==> config.mk <==
export PLATFORM = sky130hd
export DESIGN_NAME = change_sequencer
export DESIGN_NICKNAME = d
export VERILOG_FILES = /design/src/rtl/change_sequencer.sv
export SDC_FILE = /design/constraint.sdc
export NUM_CORES = 1
export LEC_CHECK = 0
export CORE_ASPECT_RATIO = 1.5
export CORE_UTILIZATION = 57
export DETAILED_ROUTE_END_ITERATION = 10
export PLACE_DENSITY = 0.95
export SYNTH_ARGS = -nofsm -noshare
export SYNTH_HDL_FRONTEND = slang
export SYNTH_SLANG_ARGS = --single-unit
==> constraint.sdc <==
create_clock -name clk -period 24.3 [get_ports clk]
set_clock_uncertainty 0.05 [all_clocks]
set_input_delay 4.86 -clock clk [delete_from_list [all_inputs] [get_ports clk]]
set_output_delay 4.86 -clock clk [all_outputs]
set_load 0.1 [all_outputs]
==> src/rtl/change_sequencer.sv <==
`default_nettype none
// ============================================================================
// Module      : change_sequencer
// Description : Vending-machine change sequencer. Accepts coins and item
//               selections while idle/active, times out after a quiet
//               period (or on user request) and returns the remaining total
//               one coin per cycle, largest coin first. The running total is
//               held downstream and fed back on current_total.
// Revision    : 1.0 - initial release
// ============================================================================
module change_sequencer #(
  parameter int kNumItems  = 4,
  parameter int kNumCoins  = 3,
  parameter int kTotalBits = 31,
  parameter int kWaitTime  = 10,
  parameter logic [kNumCoins-1:0][kTotalBits-1:0] kCoinValue =
    {31'd1000, 31'd500, 31'd100},
  parameter logic [kNumItems-1:0][kTotalBits-1:0] kItemPrice =
    {31'd2000, 31'd1000, 31'd500, 31'd400}
) (
  input  logic                  clk,
  input  logic                  reset,
  input  logic [kNumCoins-1:0]  i_input_coin,
  input  logic [kNumItems-1:0]  i_select_item,
  input  logic                  i_trigger_return,
  input  logic [kTotalBits-1:0] current_total,
  output logic [kNumItems-1:0]  available_item_1,
  output logic [kNumItems-1:0]  output_item_nxt,
  output logic [kNumCoins-1:0]  return_coin_1,
  output logic [kTotalBits-1:0] current_total_nxt,
  output logic                  return_changes
);

  // Wide enough to hold the total plus every coin inserted at once.
  localparam int c_SUM_BITS = kTotalBits + $clog2(kNumCoins + 1) + 1;
  localparam int c_CNT_BITS = $clog2(kWaitTime + 1);
  localparam logic [c_SUM_BITS-1:0] c_MAX_TOTAL =
    {{(c_SUM_BITS - kTotalBits){1'b0}}, {kTotalBits{1'b1}}};
  localparam logic [c_CNT_BITS-1:0] c_WAIT_LOAD = c_CNT_BITS'(kWaitTime);

  typedef enum logic [1:0] {
    IDLE      = 2'd0,
    ACTIVE    = 2'd1,
    RETURNING = 2'd2
  } state_t;

  state_t                  state_q, state_d;
  logic [c_CNT_BITS-1:0]   wait_cnt_q, wait_cnt_d;

  logic [c_SUM_BITS-1:0]   coin_sum_raw;
  logic [c_SUM_BITS-1:0]   total_raw;
  logic                    coin_ok;
  logic                    coins_in;
  logic [kTotalBits-1:0]   total_in;

  logic                    sel_valid;
  logic [kNumItems-1:0]    sel_onehot;
  logic [kTotalBits-1:0]   sel_price;

  logic                    ret_valid;
  logic [kNumCoins-1:0]    ret_onehot;
  logic [kTotalBits-1:0]   ret_value;

  logic                    activity;

  // Availability display compares each price against the registered total.
  always_comb begin
    available_item_1 = '0;
    for (int i = 0; i < kNumItems; i++) begin
      available_item_1[i] = (current_total >= kItemPrice[i]);
    end
  end

  // Sum inserted coins; the whole cycle's coins are dropped if the total would overflow.
  always_comb begin
    coin_sum_raw = '0;
    for (int j = 0; j < kNumCoins; j++) begin
      if (i_input_coin[j]) begin
        coin_sum_raw = coin_sum_raw + c_SUM_BITS'(kCoinValue[j]);
      end
    end
    total_raw = c_SUM_BITS'(current_total) + coin_sum_raw;
    coin_ok   = (total_raw <= c_MAX_TOTAL);
    coins_in  = coin_ok && (coin_sum_raw != '0);
    total_in  = coin_ok ? total_raw[kTotalBits-1:0] : current_total;
  end

  // Pick the lowest-index requested item that the credit (including this cycle's coins) covers.
  always_comb begin
    sel_valid  = 1'b0;
    sel_onehot = '0;
    sel_price  = '0;
    for (int i = 0; i < kNumItems; i++) begin
      if (!sel_valid && i_select_item[i] && (total_in >= kItemPrice[i])) begin
        sel_valid     = 1'b1;
        sel_onehot[i] = 1'b1;
        sel_price     = kItemPrice[i];
      end
    end
  end

  // Greedy change: the largest coin value not exceeding the remaining total.
  always_comb begin
    ret_valid  = 1'b0;
    ret_onehot = '0;
    ret_value  = '0;
    for (int j = 0; j < kNumCoins; j++) begin
      if ((kCoinValue[j] <= current_total) &&
          (!ret_valid || (kCoinValue[j] > ret_value))) begin
        ret_valid     = 1'b1;
        ret_onehot    = '0;
        ret_onehot[j] = 1'b1;
        ret_value     = kCoinValue[j];
      end
    end
  end

  assign activity = coins_in || sel_valid;

  // Next-state, wait counter and output decode.
  always_comb begin
    state_d           = state_q;
    wait_cnt_d        = wait_cnt_q;
    output_item_nxt   = '0;
    return_coin_1     = '0;
    return_changes    = 1'b0;
    current_total_nxt = current_total;
    unique case (state_q)
      IDLE, ACTIVE: begin
        output_item_nxt   = sel_onehot;
        current_total_nxt = total_in - (sel_valid ? sel_price : '0);
        if (activity) begin
          wait_cnt_d = c_WAIT_LOAD;
          if (state_q == IDLE) begin
            state_d = ACTIVE;
          end
        end else if ((state_q == ACTIVE) && (wait_cnt_q != '0)) begin
          wait_cnt_d = wait_cnt_q - c_CNT_BITS'(1);
        end
        // Coins and selection above still take effect on the cycle we leave.
        if (i_trigger_return || ((state_q == ACTIVE) && (wait_cnt_q == '0))) begin
          state_d = RETURNING;
        end
      end
      RETURNING: begin
        return_changes = 1'b1;
        if (ret_valid) begin
          return_coin_1     = ret_onehot;
          current_total_nxt = current_total - ret_value;
        end else begin
          state_d = IDLE;
        end
      end
      default: begin
        state_d = IDLE;
      end
    endcase
  end

  // State and wait counter registers; reset clears them without waiting for clk.
  always_ff @(posedge clk or posedge reset) begin
    if (reset) begin
      state_q    <= IDLE;
      wait_cnt_q <= '0;
    end else begin
      state_q    <= state_d;
      wait_cnt_q <= wait_cnt_d;
    end
  end

endmodule
`default_nettype wire

==> impl_results.md <==
- Outcome: finished clean
- Post-synthesis sequential area ratio: 3.90%
- Final instance area: 4650 um2
- Number of I/O pins: 84
- Placed cell count: 700
- Hold Crit Depth: 1
- Worst VDD drop: 0.172 mV
- Max_slew headroom: 32.5%
- Critical path startpoint: i_input_coin[1]
- Worst setup path endpoint: current_total_nxt[22]
- Die H: 103 um
- Depth of the worst register-to-register path: 7
- Synth Cell Area: 3850 um2
- Post-synth top area share: 10.4%
- Clock buffer depth: 2
- Critical R2R Launch: state_q[1]$_DFFE_PP0P_
- First-pass GRT wire length: 20500 um
- Fin crit share: 79.0%
- Data required time of the critical path: 19390 ps
- Num CTS Buffers: 3
- Number of max-cap violations: 0
- Antenna violations before repair: 0
- Hold path startpoint: wait_cnt_q[1]$_DFFE_PP0P_
- Syn-to-layout area delta: 20.7%
- Post-synth EDFFs: 0
- Clock sink total: 6
- Post-CTS Repair Setup Buffers: 0
- Commonest non-fill, non-tap cell in the layout: clkdlybuf4s50_1
- DP Wirelength: 10100 um
- Pwr Density: 83.6 nW/um2
- Min-Delay Path Class: flop to flop
- Highest clock rate: 0.0521 GHz
- Worst path slowest cell: clkdlybuf4s50_1
- Crit path DAT: 14290 ps
- Total negative slack: 0 ps
- Vias per cell: 6.56
- Die area: 7100 um2
- Detailed-route via count: 4613
- # setup viols final: 0
- Synth area leader: ha_1
- Clk_lat worst skew: 220 ps
- Average size of a mapped cell: 6.72 um2
- Post-Layout Cell Count: 703
- Routed WL per cell: 17.5 um
- Synth Flop Type: dfrtp_1
- Antenna Nets Post-Route: 0
- Max FO, Critical Path: 15
- Congestion Overflow GR: 0
- RSZ-0062 raised after global routing: false
- DRC Markers: 0
- GRT Util Overall: 34.7%
- Fraction of layout cells with a size suffix above 1: 5.74%
- 1st-iter DRT viols: 294
- Gpl congestion: 1.05
- Synthesized flop and latch total: 6
- Core box area: 6530 um2
- Initial Util: 59.0%
- Nets: 705
- Tmin final: 19200 ps
- R2R Setup Slk: 22040 ps
- Most frequent cells in the layout: clkdlybuf4s50_1, nor2_1, nand2_1
- Syn Nets: 649
- Clock-pin slew on the worst setup and hold paths: 40 ps
- Ys Warns: 0
- Worst Setup Start Kind: input pin
- Post_cts resized: 0
- Rows: 36
- Total wire length: 12300 um
- Max incr delay on CP: 1160 ps
- Worst setup EP type: primary output
- # port buffers: 79
- Final core utilization: 71.2%
- Die X: 69.1 um
- Worst-margin pin slew: 1010 ps
- Setup CP Type: input pin to primary output
- Vias in the first global route: 4488
- # hold bufs at CTS: 0
- TritonCTS clock tree: built
- Synth top area cells: ha_1, xnor2_1, nor2_1, o21ai_0, nand2_1
- Asr flop ratio synth: 100%
- Leak: 1.81 nW
- TritonRoute pass-1 iters: 5
- CP most frequent cell: ha_1
- Diodes inserted: 0
- CTS root buffer: clkbuf_8
- Yosys cell types: 77
- Synth Instances: 573
- Placed instance area: 4610 um2
- Reg2reg end: wait_cnt_q[3]$_DFFE_PP0P_
- Max Slew Vio Count: 0
- H-tree levels: 1
- Largest net degree at the start of global routing: 59
- Final number of hold-violating endpoints: 0
## power by group
group / internal (mW) / switching, mW
clock: 0.0106 / 0.00420
sequential: 0.0113 / 0.00185
combinational: 0.0904 / 0.270
## through the flow
stage / hold WS (ps) / setup WS [ps] / power, mW
CTS: 473 / 5240 / 0.387
floorplan: 444 / 6630 / 0.293
detailed placement: 466 / 5260 / 0.371
global route: 510 / 4500 / 0.408
global placement: 466 / 5710 / 0.368
finish: 471 / 5100 / 0.389
## worst max-delay path, delay by kind of cell
family / cells / cell delay, ps
buffers and inverters: 3 / 1760
multiplexers: 1 / 280
AO/OA/AOI/OAI: 12 / 3080
AND/OR/NAND/NOR: 10 / 3160
XOR/XNOR: 1 / 150
adder cells (fa/ha/maj): 3 / 990
## Yosys cell counts, types with 9 or more instances
library cell,number
inv_1,27
a31oi_1,12
nor2_1,67
nand3_1,24
clkbuf_1,18
xor2_1,19
nor3_1,21
nand2b_1,9
and2_1,9
ha_1,32
xnor2_1,36
a21o_1,9
a21oi_1,33
o21ai_0,42
mux2i_1,9
nand2_1,55
## cell type report
cell class | count | area, um2
inverters | 27 | 101
repair buffers | 80 | 798
fillers | 576 | 1880
clock buffers | 3 | 41.3
well taps | 76 | 95.1
multi-input cells | 511 | 3460
flip-flops and latches | 6 | 150
## worst min path at each step
stage                                     end
global route        wait_cnt_q[1]$_DFFE_PP0P_
detailed placement  wait_cnt_q[1]$_DFFE_PP0P_
finish              wait_cnt_q[1]$_DFFE_PP0P_
global placement    wait_cnt_q[1]$_DFFE_PP0P_
CTS                 wait_cnt_q[1]$_DFFE_PP0P_
floorplan           wait_cnt_q[1]$_DFFE_PP0P_
## metal layers
metal  wire length, um  track usage [%]  vias to the layer above
met5                 0                0                        -
met4               597             18.1                        0
met3               731             3.52                       50
met2              6230             65.2                      222
met1              4760             38.7                     2143
li1                  -                -                     2198
## cells by family after synthesis
kind of cell,after synthesis,share of synthesized area (%)
AO/OA/AOI/OAI,154,27.2
flip-flops,6,3.90
adder cells (fa/ha/maj),35,12.0
XOR/XNOR,55,12.5
AND/OR/NAND/NOR,257,35.6
buffers and inverters,56,6.17
multiplexers,10,2.63
## sequential cells by signal, summed over array words and instances, names as in the netlist
register,flops
state_q,2
wait_cnt_q,4
(Power assumes the default switching activity.)
